## config.mk

```make
export PLATFORM = sky130hd
export DESIGN_NAME = uart_tx_scheduler
export DESIGN_NICKNAME = d
export VERILOG_FILES = /design/src/rtl/uart_pkg.sv /design/src/rtl/uart_tx_scheduler_rr_arbiter.sv /design/src/rtl/uart_tx_scheduler.sv
export SDC_FILE = /design/constraint.sdc
export NUM_CORES = 1
export LEC_CHECK = 0
export BUFFER_PORTS_ARGS = -buffer_cell sky130_fd_sc_hd__buf_2
export CAP_MARGIN = 15
export CELL_PAD_IN_SITES_DETAIL_PLACEMENT = 1
export CELL_PAD_IN_SITES_GLOBAL_PLACEMENT = 1
export CORE_UTILIZATION = 35
export CTS_CLUSTER_SIZE = 12
export DETAILED_ROUTE_END_ITERATION = 8
export HOLD_SLACK_MARGIN = 0.06
export PLACE_DENSITY = 0.83
export SKIP_CTS_REPAIR_TIMING = 1
export SLEW_MARGIN = 20
export SYNTH_ARGS = -nofsm -noshare
export SYNTH_HDL_FRONTEND = slang
export SYNTH_HIERARCHICAL = 1
export SYNTH_SLANG_ARGS = --single-unit
```

## constraint.sdc

```tcl
create_clock -name clk -period 3.6 [get_ports clk]
set_clock_uncertainty 0.2 [all_clocks]
set_input_delay 0.18 -clock clk [delete_from_list [all_inputs] [get_ports clk]]
set_output_delay 0.18 -clock clk [all_outputs]
set_load 0.05 [all_outputs]
```

## src/rtl/uart_pkg.sv

```systemverilog
// Shared definitions for the UART block: scheduler state encoding, baud divisors
// and the byte width used across the transmitter path.
package uart_pkg;

  localparam int unsigned BYTE_W      = 8;
  localparam int unsigned BAUD_DIV_TX = 5208;
  localparam int unsigned BAUD_DIV_RX = 651;

  typedef enum logic [1:0] {
    StIdle     = 2'd0,
    StSend     = 2'd1,
    StWaitNext = 2'd2
  } sched_state_e;

endpackage

```

## src/rtl/uart_tx_scheduler_rr_arbiter.sv

```systemverilog
// Combinational round-robin picker: first asserted request at or above ptr,
// wrapping around, reported both as a one-hot grant and as an index.
module rr_arbiter #(
  parameter int unsigned NUM_REQ = 4,
  parameter int unsigned GW      = $clog2(NUM_REQ)
) (
  input  logic [NUM_REQ-1:0] req,
  input  logic [GW-1:0]      ptr,
  output logic [NUM_REQ-1:0] grant,
  output logic [GW-1:0]      gnt_idx,
  output logic               any_req
);

  // Operand is always below 2*NUM_REQ, so one conditional subtract suffices.
  function automatic int unsigned wrap_idx(int unsigned v);
    return (v >= NUM_REQ) ? (v - NUM_REQ) : v;
  endfunction

  always_comb begin
    grant   = '0;
    gnt_idx = '0;
    any_req = 1'b0;
    for (int unsigned k = 0; k < NUM_REQ; k++) begin
      if (!any_req && req[wrap_idx(32'(ptr) + k)]) begin
        any_req                       = 1'b1;
        grant[wrap_idx(32'(ptr) + k)] = 1'b1;
        gnt_idx                       = GW'(wrap_idx(32'(ptr) + k));
      end
    end
  end

endmodule

```

## src/rtl/uart_tx_scheduler.sv

```systemverilog
// Shares one uart_tx between NUM_REQ byte-stream requesters using round-robin
// arbitration that stays locked on a requester until its last byte or a stall timeout.
module uart_tx_scheduler
  import uart_pkg::*;
#(
  parameter int unsigned NUM_REQ      = 4,
  parameter int unsigned IDLE_TIMEOUT = 52080,
  parameter int unsigned GW           = $clog2(NUM_REQ)
) (
  input  logic                  clk,
  input  logic                  rst_n,
  input  logic [NUM_REQ-1:0]    req_valid,
  input  logic [8*NUM_REQ-1:0]  req_data,
  input  logic [NUM_REQ-1:0]    req_last,
  output logic [NUM_REQ-1:0]    req_ready,
  output logic                  tx_valid,
  output logic [BYTE_W-1:0]     tx_data,
  input  logic                  tx_ready,
  output logic [GW-1:0]         grant_id,
  output logic                  busy,
  output logic                  timeout_err
);

  localparam int unsigned CW = $clog2(IDLE_TIMEOUT);

  sched_state_e       state_q, state_d;
  logic               tx_valid_q, tx_valid_d;
  logic [BYTE_W-1:0]  tx_data_q, tx_data_d;
  logic [GW-1:0]      grant_q, grant_d;
  logic [GW-1:0]      rr_ptr_q, rr_ptr_d;
  logic               timeout_q, timeout_d;
  logic [CW-1:0]      cnt_q, cnt_d;
  logic               last_q, last_d;

  logic [NUM_REQ-1:0] arb_grant;
  logic [GW-1:0]      arb_idx;
  logic               arb_any;

  rr_arbiter #(
    .NUM_REQ (NUM_REQ),
    .GW      (GW)
  ) u_rr_arbiter (
    .req     (req_valid),
    .ptr     (rr_ptr_q),
    .grant   (arb_grant),
    .gnt_idx (arb_idx),
    .any_req (arb_any)
  );

  function automatic logic [GW-1:0] next_ptr(logic [GW-1:0] g);
    return (32'(g) == NUM_REQ - 1) ? '0 : g + 1'b1;
  endfunction

  always_comb begin
    state_d    = state_q;
    tx_valid_d = tx_valid_q;
    tx_data_d  = tx_data_q;
    grant_d    = grant_q;
    rr_ptr_d   = rr_ptr_q;
    timeout_d  = 1'b0;
    cnt_d      = cnt_q;
    last_d     = last_q;
    req_ready  = '0;

    unique case (state_q)
      StIdle: begin
        if (arb_any) begin
          req_ready  = arb_grant;
          tx_data_d  = req_data[8*32'(arb_idx) +: 8];
          last_d     = req_last[arb_idx];
          tx_valid_d = 1'b1;
          grant_d    = arb_idx;
          state_d    = StSend;
        end
      end
      StSend: begin
        if (tx_valid_q && tx_ready) begin
          tx_valid_d = 1'b0;
          if (last_q) begin
            rr_ptr_d = next_ptr(grant_q);
            state_d  = StIdle;
          end else begin
            cnt_d   = '0;
            state_d = StWaitNext;
          end
        end
      end
      StWaitNext: begin
        // A byte arriving on the timeout cycle is still taken; capture has priority.
        if (req_valid[grant_q]) begin
          req_ready[grant_q] = 1'b1;
          tx_data_d          = req_data[8*32'(grant_q) +: 8];
          last_d             = req_last[grant_q];
          tx_valid_d         = 1'b1;
          state_d            = StSend;
        end else if (cnt_q == CW'(IDLE_TIMEOUT - 1)) begin
          timeout_d = 1'b1;
          rr_ptr_d  = next_ptr(grant_q);
          state_d   = StIdle;
        end else if (cnt_q != {CW{1'b1}}) begin
          cnt_d = cnt_q + 1'b1;
        end
      end
      default: state_d = StIdle;
    endcase
  end

  always_ff @(posedge clk or negedge rst_n) begin
    if (!rst_n) begin
      state_q    <= StIdle;
      tx_valid_q <= 1'b0;
      tx_data_q  <= '0;
      grant_q    <= '0;
      rr_ptr_q   <= '0;
      timeout_q  <= 1'b0;
      cnt_q      <= '0;
      last_q     <= 1'b0;
    end else begin
      state_q    <= state_d;
      tx_valid_q <= tx_valid_d;
      tx_data_q  <= tx_data_d;
      grant_q    <= grant_d;
      rr_ptr_q   <= rr_ptr_d;
      timeout_q  <= timeout_d;
      cnt_q      <= cnt_d;
      last_q     <= last_d;
    end
  end

  assign tx_valid    = tx_valid_q;
  assign tx_data     = tx_data_q;
  assign grant_id    = grant_q;
  assign busy        = (state_q != StIdle);
  assign timeout_err = timeout_q;

endmodule
```

; ---- Yosys cells after proc, flatten, opt, wreduce, memory -nomap -nowiden
; Cells that the tools add are included.
[totals]
output_inout_bits = 17
register_bits = 33
wordCells = 149
[classes]
n_reduce_logical = 23
eq_ne = 15
bitwise_logic = 3
add_sub_neg = 9
shift = 2
order_cmp = 15
n_mux = 74
[ops]
columns = operator, count
row1 = "32-bit by 1-bit greater-or-equal comparator with 1-bit output, second input constant", 4
row2 = "32-bit by 3-bit less-than comparator with 1-bit output, second input constant", 4
row3 = 32-bit 2-to-1 mux, 4
row4 = "32-bit by 3-bit greater-or-equal comparator with 1-bit output, second input constant", 3
row5 = "32-bit by 3-bit subtractor with 32-bit output, second input constant", 3
row6 = 16-bit 2-to-1 mux, 5
row7 = 32-bit by 6-bit variable part select with 8-bit output, 2
row8 = 16-bit case mux with 2 select lines, 1
row9 = 2-bit 2-to-1 mux, 14
row10 = 1-bit 2-to-1 mux, 24
row11 = 4-bit 2-to-1 mux, 6
row12 = "2-bit != test, second input constant", 9
row13 = "16-bit by 1-bit adder with 16-bit output, second input constant", 1
row14 = "16-bit == test, second input constant", 1
row15 = 8-bit 2-to-1 mux, 2
row16 = "16-bit != test, second input constant", 1
row17 = 8-bit case mux with 2 select lines, 1
row18 = 1-bit binary-select mux with 2-bit select, 7
row19 = 4-bit OR, 3
row20 = 1-bit demux with 2-bit select, 5
row21 = 1-bit logical AND, 9
row22 = 4-bit case mux with 2 select lines, 1
row23 = "2-bit by 2-bit adder with 3-bit output, second input constant", 2
row24 = "2-bit by 3-bit less-than comparator with 1-bit output, second input constant", 2
row25 = other kinds (21), 27

; ---- Depth between registers and ports, before layout
[depth]
word_depth = 18
mapped_depth = 12
depth_no_buf = 10

; ---- By module
; The synthesis kept the hierarchy.
[modules_own_cells]
columns = mod, seq_area_each_um2, n_inst, area_per_inst_um2, cells_per_inst
row1 = uart_tx_scheduler, 825.8, 1, 2079.5, 193
row2 = rr_arbiter, 0.0, 1, 460.4, 48

; ---- Worst setup path before layout
; OpenSTA, ideal clock, no wires.
[synth_timing]
path_type = flip-flop to flip-flop
start = register rr_ptr_q[0]
end = register tx_data_q[0], in the netlist tx_data[0]
arrival_time_ns = 3.171
path_stages_with_launch = 12
path_buffers = 2
setup_slack_ns = 0.104
synth_period_minus_slack_ns = 3.496
cell_sequence = dfrtp_1 -> buf_6 -> inv_1 -> ha_1 -> mux4_2 -> buf_6 -> and2b_2 -> o21ai_0 -> o31ai_1 -> a21oi_2 -> mux4_2 -> mux2_2
[synth_between]
elab_chain_cells = 17
word_cells_on_any_way = 42
[synth_lines]
columns = element, line
row1 = start: declaration, uart_tx_scheduler.sv:30  ; logic [GW-1:0] rr_ptr_q, rr_ptr_d;
row2 = start signal: assignment, uart_tx_scheduler.sv:123  ; rr_ptr_q <= rr_ptr_d;
row3 = "parallel branches: the longest is 13 deep, another holds 32-bit by 3-bit subtractor with 32-bit output", n/a
row4 = 2-bit 2-to-1 mux (*), uart_tx_scheduler_rr_arbiter.sv:24  ; if (!any_req && req[wrap_idx(32'(ptr) + k)]) begin
row5 = via arb_idx[0], uart_tx_scheduler.sv:36  ; logic [GW-1:0] arb_idx;
row6 = 32-bit by 6-bit variable part select with 8-bit output (*), uart_tx_scheduler.sv:69  ; tx_data_d = req_data[8*32'(arb_idx) +: 8];
row7 = 8-bit 2-to-1 mux (*), uart_tx_scheduler.sv:67  ; if (arb_any) begin
row8 = 8-bit case mux with 2 select lines (*), uart_tx_scheduler.sv:65  ; unique case (state_q)
row9 = end signal: assignment, uart_tx_scheduler.sv:121  ; tx_data_q <= tx_data_d;
row10 = end: declaration, uart_tx_scheduler.sv:28  ; logic [BYTE_W-1:0] tx_data_q, tx_data_d;
; Mark *: on every way through the listed nets, which the timed path passes. The select of a mux whose other input is x is not followed.
; A chain may end at the register's enable or synchronous reset.

; ---- Final worst setup path
[layout_timing]
start = register rr_ptr_q[1]
end = register tx_data_q[4], in the netlist tx_data[4]
; The elaborated chain is that of the path after synthesis.

==> summary.txt <==
Timing
  • Rel. slew slack: between 40% and 50%
  • Final WS setup: 207 ps
  • Final worst path period share: a little over nine tenths
  • Pins Over Slew Limit: 0
  • Setup Viol. Count Final: 0
  • Slew @ Worst Pin: between 700 and 800 ps
  • RSZ-0062 raised after global routing: false
  • Final hold slack: 129 ps
  • Setup TNS: 0 ps
  • Final min period: about 3400 ps
  • Final Hold Fails: 0
  • Achievable Freq: 295 MHz

Synth
  • Unique masters post-synth: 49
  • Async set-reset flop share out of synthesis: 100%
  • Top cell type's share of synthesized area: 32.5%
  • Area share of and/or/nand/nor cells after synthesis: 17.7%
  • Post-Synthesis Cells: between 200 and 250
  • Post-synthesis compound-gate area fraction: 18.7%
  • Mean Syn Cell Area: 10.5 µm²
  • Syn Nets: 297
  • Xor and xnor area share after synthesis: 0%
  • Synth Register Bits: 33
  • Netlist Area Pre-Place: about 2500 µm²
  • Seq/Total Area, Yosys: 32.5%
  • Yosys Warn Count: 6
  • Synth Area in Adders: between 6 and 7%
  • Largest area contributor in the netlist: dfrtp_1
  • Most frequently used flop master after synthesis: dfrtp_1
  • Mux contribution to synthesized area: 20.4%
  • Synth area leaders: dfrtp_1 33%, mux4_2 9.8%, ha_1 6.4%
  • Post-synth EDFFs: 0
  • Largest family of logic cells by synthesized area: multiplexers

Drt
  • Via count: 2274
  • DRT antenna net count: 0
  • Post-Route WL: 6.80 mm
  • DRC: 0
  • Pre-antenna DRT Iters: 4
  • DR vias/cell: roughly 5.6
  • DR iter-0 viols: 110
  • Wire per inst: 16.7 µm

Worst setup path
  • Critical Path RT: 3580 ps
  • CP max FO: 8
  • Crit path launch type: flop
  • FF-to-FF path depth: 11
  • Register-to-register path setup slack: 210 ps
  • Reg-to-reg endpoint: tx_data[4]$_DFFE_PN0P_
  • Crit Path Category: flop to flop
  • Critical Path Sink Type: flop
  • Worst Path Arrival: 3380 ps
  • Reg2reg start: rr_ptr_q[1]$_DFFE_PN0P_

Global route
  • Grt met1 use: approximately a quarter
  • Met2 Use GR: 34.1%
  • Met3 Resource Use GR: 3.79%
  • GRT busiest layer: met2
  • Total grt overflow: 0
  • Global Route Usage Sum: 19.7%
  • Vias in the first global route: 2383
  • Global-route wire length before repair: 11.7 mm
  • Initial antenna violation count: 0
  • Largest net degree at the start of global routing: 34

Power
  • Seq pwr share: 23.0%
  • Combinational power share: 61.6%
  • PwrDens: 766 nW/µm²
  • Int Pwr: 1.31 mW
  • LEAKAGE: 1.36 nW
  • Sw Ratio: 45.1%
  • Worst vdd ir: 625 µV
  • P_sw: 1.07 mW
  • Clock power frac: 15.4%

Placed design
  • Post-DP HPWL: 5.15 mm
  • Pre-CTS setup slack: 38.2 ps
  • I/O Buffers: 59
  • GP Congestion: 0.907
  • Placed inst area: between 2000 and 3000 µm²

Die
  • Placeable Area: 6910 µm²
  • Die Span Y: between 80 and 90 µm
  • Io pins: 60
  • Row Count: 30
  • DIE AREA: 7600 µm²
  • Die X-Extent: approximately 87 µm
  • Initial Utilization: 36.8%

Final layout
  • Final core occ: 45.0%
  • Commonest non-fill, non-tap cell in the layout: buf_2
  • Share of cells above drive strength 1: 38.6%
  • Final nets: 366
  • Commonest non-fill, non-tap cells in the layout: 59 x buf_2, 33 x dfrtp_1, 21 x nand2_1
  • Post-route design area: 3110 µm²
  • # diodes: 0
  • # fillers: 797
  • Area Overhead vs Synth: 22.3%

Clock network
  • CTS tree: done
  • H-Tree Depth: 2
  • CTS buffer count: 5
  • Clock transition at path regs: around 80 ps
  • Clk sinks: 33
  • Clock Tree Root: clkbuf_8
  • Skew-Pair Late Insertion Delay: approximately 290 ps
  • Clock buffer depth: 2

Outcome
  • Outcome: completed

Min path
  • Worst Hold Depth: 3
  • WHS Endpoint: tx_data[2]$_DFFE_PN0P_
  • Hold Crit Class: input port to flop
  • Min-delay src: req_data[2]

Job
  • Max-Cap Viols: 0
==> synthesized netlist by cell type (2+ instances only) <==
library cell   n
mux4_1         4
mux4_2        11
buf_2          3
nand2_1       21
ha_1          13
nand3_1        7
o22a_1        11
and4_1         2
nand4_1        4
o21ai_0       19
a22oi_1        9
mux2_2        12
and3_1         2
nand2b_1       2
nor3_1        12
mux2i_1        3
o22a_2         2
dfrtp_1       33
nor2_1        11
a21oi_1        5
nor4_1         6
a21o_2         2
o22ai_1        2
inv_1         10
nor3b_1        3
a22o_2         4
buf_6          4
clkbuf_1       3
==> through the flow <==
step | instances | total power [mW]
floorplan | 241 | 1.71
global placement | 397 | 1.95
detailed placement | 397 | 2.02
CTS | 405 | 2.39
global route | 407 | 2.54
finish | 407 | 2.38
==> power groups by stage <==
stage / logic, mW / registers (mW) / clock network, mW
after floorplan: 0.947 / 0.764 / 0
after global placement: 1.41 / 0.549 / 0
after detailed placement: 1.47 / 0.552 / 0
after CTS: 1.47 / 0.547 / 0.376
after global routing: 1.58 / 0.564 / 0.398
final: 1.47 / 0.547 / 0.366
==> how the worst max path moves through the flow <==
stage / from / end / slack (ps)
finish: rr_ptr_q[1]$_DFFE_PN0P_ / tx_data[4]$_DFFE_PN0P_ / 210
global placement: rr_ptr_q[1]$_DFFE_PN0P_ / tx_data[3]$_DFFE_PN0P_ / 210
detailed placement: rr_ptr_q[1]$_DFFE_PN0P_ / tx_data[0]$_DFFE_PN0P_ / 40
global route: rr_ptr_q[1]$_DFFE_PN0P_ / tx_data[6]$_DFFE_PN0P_ / 70
CTS: rr_ptr_q[1]$_DFFE_PN0P_ / tx_data[0]$_DFFE_PN0P_ / 20
floorplan: rr_ptr_q[0]$_DFFE_PN0P_ / tx_data[0]$_DFFE_PN0P_ / 100
==> routing by layer <==
| metal | up-vias | wire, µm |
|---|---|---|
| li1 | 1077 | - |
| met1 | 1130 | 3070 |
| met2 | 56 | 3400 |
| met3 | 11 | 255 |
| met4 | 0 | 70 |
| met5 | - | 0 |
==> registers in the layout, indices dropped and copies added (netlist names) <==
register	flops
cnt_q	16
grant_id	2
last_q	1
rr_ptr_q	2
state_q	2
timeout_err	1
tx_data	8
tx_valid	1
==> layout make-up <==
type                    instances  area (µm²)  area share, %
clock inverters                 3        46.3           1.49
inverters                      10        37.5           1.21
flip-flops and latches         33         826           26.6
multi-input cells             188        1610           51.8
well taps                      96         120           3.87
repair buffers                 72         398           12.8
clock buffers                   5        68.8           2.22
==> cell families (layout without fill, tap and decap cells) <==
family,count (synthesis),after routing
simple gates,81,81
compound gates,64,64
flops,33,33
mux,30,30
buf+inv,20,90
fa+ha+maj,13,13
==> worst max-delay path, cell delays in order (launching register included) <==
cell and delay [ps]:
dfrtp_1 420, inv_1 170, ha_1 310, mux4_2 310, buf_4 170, and2b_2 260
o21ai_0 170, o31ai_1 140, a21oi_2 140, buf_4 220, mux4_2 510, mux2_2 270
Power figures use the tool's default switching activity.
